[src/rtl/c2c_monitor_mc.sv]
// Multi-channel C2C strobe counter: windowed per-channel counts,
// threshold classification, min/max tracking and sticky alarms.
module c2c_monitor_mc #(
  parameter int NumCh           = 4,
  parameter int CountW          = 8,
  parameter int WinW            = 10,
  parameter int ThreshLoDefault = 164,
  parameter int ThreshHiDefault = 200
) (
  input  logic                    i_clk,
  input  logic                    i_rst,
  input  logic                    i_enable,
  input  logic                    i_start,
  input  logic                    i_continuous,
  input  logic [WinW-1:0]         i_win_len,
  input  logic [CountW-1:0]       i_thresh_lo,
  input  logic [CountW-1:0]       i_thresh_hi,
  input  logic [NumCh-1:0]        i_evt,
  input  logic                    i_clear,
  input  logic [NumCh-1:0]        i_irq_mask,
  output logic                    o_busy,
  output logic                    o_valid,
  output logic [NumCh*CountW-1:0] o_count,
  output logic [NumCh-1:0]        o_sat,
  output logic [NumCh-1:0]        o_slow,
  output logic [NumCh-1:0]        o_fast,
  output logic [NumCh-1:0]        o_slow_sticky,
  output logic [NumCh-1:0]        o_fast_sticky,
  output logic [NumCh*CountW-1:0] o_min,
  output logic [NumCh*CountW-1:0] o_max,
  output logic                    o_irq
);

  typedef enum logic [1:0] {
    IDLE,
    RUN,
    DONE
  } state_t;

  localparam logic [WinW-1:0] WinOne = WinW'(1);

  state_t state, state_nx;

  logic [WinW-1:0]                   win_cnt;
  logic [WinW-1:0]                   win_tgt;
  logic                              last;
  logic                              upd;
  logic                              enter_run;
  logic [NumCh-1:0][CountW-1:0]      cnt, cnt_nx;
  logic [NumCh-1:0]                  sat_run, sat_nx;
  logic [NumCh-1:0]                  slow_nx, fast_nx;
  logic [NumCh-1:0][CountW-1:0]      min_nx, max_nx;
  logic [NumCh-1:0][CountW-1:0]      min_base, max_base;
  logic [NumCh-1:0][CountW-1:0]      count_r, min_r, max_r;
  logic [NumCh-1:0]                  ss_base, fs_base;

  assign win_tgt   = (i_win_len == '0) ? WinOne : i_win_len;
  assign last      = (win_cnt + WinOne) == win_tgt;
  assign upd       = (state == RUN) && i_enable && last;
  assign enter_run = (state_nx == RUN) && (state != RUN);

  assign o_busy  = (state != IDLE);
  assign o_valid = (state == DONE);
  assign o_count = count_r;
  assign o_min   = min_r;
  assign o_max   = max_r;

  always_comb begin
    state_nx = state;
    unique case (state)
      IDLE: if (i_start && i_enable) state_nx = RUN;
      RUN: begin
        if (!i_enable)  state_nx = IDLE;
        else if (last)  state_nx = DONE;
      end
      DONE: begin
        if (i_continuous && i_enable) state_nx = RUN;
        else                          state_nx = IDLE;
      end
      default: state_nx = IDLE;
    endcase
  end

  // A clear landing on the final RUN edge is applied before the new result
  always_comb begin
    cnt_nx   = cnt;
    sat_nx   = sat_run;
    slow_nx  = '0;
    fast_nx  = '0;
    min_nx   = min_r;
    max_nx   = max_r;
    min_base = i_clear ? '1 : min_r;
    max_base = i_clear ? '0 : max_r;
    ss_base  = i_clear ? '0 : o_slow_sticky;
    fs_base  = i_clear ? '0 : o_fast_sticky;
    for (int c = 0; c < NumCh; c++) begin
      if (cnt[c] == '1) begin
        sat_nx[c] = sat_run[c] | i_evt[c];
      end else begin
        cnt_nx[c] = cnt[c] + CountW'(i_evt[c]);
      end
      slow_nx[c] = cnt_nx[c] < i_thresh_lo;
      fast_nx[c] = cnt_nx[c] > i_thresh_hi;
      min_nx[c]  = (cnt_nx[c] < min_base[c]) ? cnt_nx[c] : min_base[c];
      max_nx[c]  = (cnt_nx[c] > max_base[c]) ? cnt_nx[c] : max_base[c];
    end
  end

  always_ff @(posedge i_clk) begin
    if (i_rst) begin
      state   <= IDLE;
      win_cnt <= '0;
      cnt     <= '0;
      sat_run <= '0;
    end else begin
      state <= state_nx;
      if (enter_run) begin
        win_cnt <= '0;
        cnt     <= '0;
        sat_run <= '0;
      end else if (state == RUN) begin
        win_cnt <= win_cnt + WinOne;
        cnt     <= cnt_nx;
        sat_run <= sat_nx;
      end
    end
  end

  // In DONE the fresh result survives a clear: stickies/extremes restart from it
  always_ff @(posedge i_clk) begin
    if (i_rst) begin
      count_r       <= '0;
      o_sat         <= '0;
      o_slow        <= '0;
      o_fast        <= '0;
      o_slow_sticky <= '0;
      o_fast_sticky <= '0;
      min_r         <= '1;
      max_r         <= '0;
      o_irq         <= 1'b0;
    end else begin
      o_irq <= |((o_slow_sticky | o_fast_sticky) & i_irq_mask);
      if (upd) begin
        count_r       <= cnt_nx;
        o_sat         <= sat_nx;
        o_slow        <= slow_nx;
        o_fast        <= fast_nx;
        min_r         <= min_nx;
        max_r         <= max_nx;
        o_slow_sticky <= ss_base | slow_nx;
        o_fast_sticky <= fs_base | fast_nx;
      end else if (i_clear) begin
        if (state == DONE) begin
          o_slow_sticky <= o_slow;
          o_fast_sticky <= o_fast;
          min_r         <= count_r;
          max_r         <= count_r;
        end else begin
          o_slow_sticky <= '0;
          o_fast_sticky <= '0;
          min_r         <= '1;
          max_r         <= '0;
        end
      end
    end
  end

endmodule

[config.mk]
export PLATFORM = sky130hd
export DESIGN_NAME = c2c_monitor_mc
export DESIGN_NICKNAME = d
export VERILOG_FILES = /design/src/rtl/c2c_monitor_mc.sv
export SDC_FILE = /design/constraint.sdc
export NUM_CORES = 1
export LEC_CHECK = 0
export CORE_AREA = 2 2 166 168
export CTS_CLUSTER_SIZE = 14
export DETAILED_ROUTE_END_ITERATION = 10
export DIE_AREA = 0 0 168 170
export GPL_TIMING_DRIVEN = 0
export HOLD_SLACK_MARGIN = 0.1
export PLACE_DENSITY = 0.66
export SYNTH_ARGS = -nofsm -noshare
export SYNTH_HDL_FRONTEND = slang
export SYNTH_SLANG_ARGS = --single-unit
[constraint.sdc]
create_clock -name i_clk -period 4.48 [get_ports i_clk]
set_input_delay 0.672 -clock i_clk [delete_from_list [all_inputs] [get_ports i_clk]]
set_output_delay 0.672 -clock i_clk [all_outputs]
set_load 0.02 [all_outputs]
==> results by group <==
Run status
  • Status: finished clean

Setup path
  • CP peak stage delay: 610 ps
  • WS Path Type: primary input to flop
  • Arr. time, crit path: 4720 ps
  • CP max-delay cell: a21oi_1
  • Reg-to-reg slack, setup: 400 ps
  • Crit path capture type: flop
  • CP Launch Type: primary input
  • Most frequent CP cell: ha_1
  • Crit path required time: 4820 ps
  • Reg2reg end: o_max[14]$_SDFFE_PP0P_
  • CP startpoint: i_evt[1]
  • Worst r2r path cells: 12
  • Sequence of cells on the critical path: clkdlybuf4s50_1 > ha_1 > ha_1 > xnor2_1 > nor2b_1 > inv_1 > ha_1 > nand3_1 > o22ai_1 > o21bai_1 > a21oi_1 > clkbuf_1 > a21oi_1 > a311oi_1
  • Critical Path Fanout Max: 10
  • CP Capture Point: o_max[14]$_SDFFE_PP0P_
  • RR Startpoint: cnt[10]$_SDFFE_PP0N_

Placement
  • HPWL after DPL: 29.3 mm
  • PortBufs: 157
  • Placed insts: 1,808
  • Gpl congestion: 0.919

Die
  • Core box area: 0.0267 mm2
  • Starting Density: 0.397
  • Cell row count: 60
  • Die H: 170 um
  • Die area: 0.0286 mm2
  • DIE WIDTH: 168 um
  • Ports: 159

Finish
  • Share of post-route cells with drive strength above 1: 0.0541
  • Fin nets: 1,654
  • Finished Layout Cells: 1,838
  • P&R area growth vs syn: 24.8%
  • FILL cells: 2,568
  • ANT cells: 0

Clock network
  • Post-CTS Hold Fix Bufs: 0
  • Worst-path clk slew: 70 ps
  • Clock Sinks: 165
  • Worst-Skew Late Latency: 440 ps
  • H-tree depth: 4
  • Clk buf depth: 2
  • TritonCTS Buffers: 17
  • CTS tree: built
  • Setup Fix Bufs, Post-CTS: 0
  • Clk root buf: clkbuf_16

Synth
  • Simple logic cell fraction of the synthesized area: 0.207
  • Syn_nets: 1,478
  • Seq/Total Area, Yosys: 0.312
  • Largest family of logic cells by synthesized area: compound AO/OA/AOI/OAI gates
  • Mapped Area: 0.0106 mm2
  • Post-synthesis mux area share: 0.0263
  • Async SR Flop Fraction: 0
  • Post-Synth XOR/XNOR Area: 0.0240
  • Post-synth EDFFs: 0
  • Cells after Synth: 1,309
  • Synth area leader: dfxtp_1
  • Yosys cell types: 50
  • Synth Area in Compound Gates: 0.234
  • Synthesis-stage register bit count: 165
  • Adder-Cell Fraction of Synth Area: 0.153
  • Mapped Avg Cell Area: 8.08 um2
  • Most used flip-flop cell after synthesis: dfxtp_1
  • Largest cells by area after synthesis: dfxtp_1, ha_1, a21oi_1
  • Synth Warn #: 0
  • Post-synth top area share: 0.312

Route
  • Vias: 11,000
  • 1st-iter DRT viols: 1,087
  • Drt pass-1 iters: 5
  • ANT nets after route: 0
  • Vias/cell: 5.96
  • Total wire length: 39.1 mm
  • Routed wire per std cell: 21.3 um
  • Post-route DRC: 0

STA
  • RSZ-0062 raised after global routing: no
  • Endpoints failing setup: 0
  • Slew @ Worst Pin: 1330 ps
  • Final clock period utilization by the worst path: 0.977
  • Slew Limit Headroom: 0.108
  • Max Slew Vio Count: 0
  • Fmax: 228 MHz
  • WHS: 477 ps
  • Min cycle time layout: 4380 ps
  • Clk_skew: 11.2 ps
  • Fin. Hold Viols: 0

Global routing
  • Largest net degree at the start of global routing: 20
  • Met2 Usage GRT: 0.427
  • GR Overflow Total: 0
  • Met3 usage: 0.0565
  • GR Util All Layers: 0.269
  • Most Crowded Layer GR: met2
  • Met1 usage: 0.353
  • Global-route wire length before repair: 58.9 mm
  • Antenna violations before repair: 0
  • Vias in the first global route: 10,100

Run
  • Max-cap violations: 0

Power and ir drop
  • VDD IR max: 0.212 mV
  • Static leakage: 5.34 nW
  • Cell Pwr Density: 254 mW/mm2

Min path
  • Hold Crit Class: flop to flop
synthesized netlist by cell type (all sizes together), types with 17 or more instances:
library cell  number
buf               28
ha               129
nor3              24
o211ai            54
inv               40
nor2             166
mux2i             21
a21o              19
nand4             27
nand3             33
a31oi             17
a311oi            20
o21ai             24
clkbuf            47
a211oi            38
a21oi            135
nand2            135
o22ai             26
and3              18
dfxtp            165
critical path, delay by kind of cell:
kind            cells  cell delay [ps]
buf+inv             3             1310
compound gates      5             1280
fa+ha+maj           3              960
simple gates        2              330
xor+xnor            1              140
power breakdown:
group | internal (mW) | leakage [nW] | switching, mW
Clock | 0.782 | 0.276 | 0.696
Sequential | 1.47 | 1.33 | 0.0134
Combinational | 0.129 | 3.73 | 0.262
Total | 2.39 | 5.34 | 0.971
layout by cell type, fill, tap and decap left out, types with 9 or more instances in the layout:
master and instances:
nor2_1 166, dfxtp_1 165, clkdlybuf4s50_1 157, nand2_1 135, a21oi_1 132, ha_1 129
o211ai_1 54, clkbuf_1 44, inv_1 40, a211oi_1 38, nand3_1 33, nand4_1 27
o22ai_1 26, nor3_1 23, mux2i_1 21, a311oi_1 20, a21o_1 19, and3_1 18
buf_2 18, o21ai_0 17, clkbuf_16 17, xnor2_1 15, a31oi_1 14, xor2_1 14
nor2b_1 13, nand2b_1 13, nor4_1 9, o31ai_1 9, a211o_1 9
area by class of cell:
cell class | count | area (um2) | share of cell area
well taps | 341 | 427 | 0.0323
clock inverters | 14 | 145 | 0.0110
plain buffers | 74 | 318 | 0.0241
inverters | 40 | 150 | 0.0114
flip-flops and latches | 165 | 3300 | 0.250
clock buffers | 17 | 425 | 0.0322
multi-input cells | 1029 | 6860 | 0.519
repair buffers | 158 | 1580 | 0.120
per-layer routing:
metal  up-vias  part of all wire
met1      5136              0.43
met4         0             0.043
li1       5185                 -
met5         -                 0
met3        96             0.086
met2       534              0.44
sequential cells by signal (all words and copies together), names as in the netlist:
name and cells:
o_count 32, o_slow 4, sat_run 4, o_sat 4, state 2, o_irq 1
cnt 32, o_min 32, o_fast_sticky 4, o_slow_sticky 4, o_fast 4, o_max 32
win_cnt 10
kinds of logic after synthesis:
kind of cell / after synthesis
xor gates and xnor gates: 29
adders and majority gates: 129
buffers and inverters: 115
AOI/OAI and AO/OA: 380
muxes: 27
and+or+nand+nor: 464
DFF: 165
per-stage QoR:
stage               area [um2]  worst slack [ps]  utilization  setup TNS [ps]  total power [mW]
global route             13200              24.8        0.496               0              3.47
detailed placement       12600             -1000        0.473          -31980              1.90
CTS                      13200              60.2        0.494               0              3.36
finish                   13200               101        0.496               0              3.36
global placement         12600              -970        0.472          -34340              1.89
floorplan                10600              1030            -               0              1.75
worst min-delay path by stage:
stage	slack, ps	cells after the start	end	startpoint
2_1_floorplan	440	2	sat_run[0]$_SDFFE_PP0N_	sat_run[0]$_SDFFE_PP0N_
3_3_place_gp	450	2	sat_run[2]$_SDFFE_PP0N_	sat_run[2]$_SDFFE_PP0N_
3_5_place_dp	450	2	sat_run[3]$_SDFFE_PP0N_	sat_run[3]$_SDFFE_PP0N_
4_1_cts	470	2	sat_run[3]$_SDFFE_PP0N_	sat_run[3]$_SDFFE_PP0N_
5_1_grt	510	2	sat_run[1]$_SDFFE_PP0N_	sat_run[1]$_SDFFE_PP0N_
6_report	480	2	sat_run[3]$_SDFFE_PP0N_	sat_run[3]$_SDFFE_PP0N_
timing repair:
action | CTS | global route
endpoints found under the hold margin | 0 | 0
endpoints found under the setup margin | 32 | 33
resized for setup | 3 | 10
No activity file was read; power rests on OpenSTA's default activity.
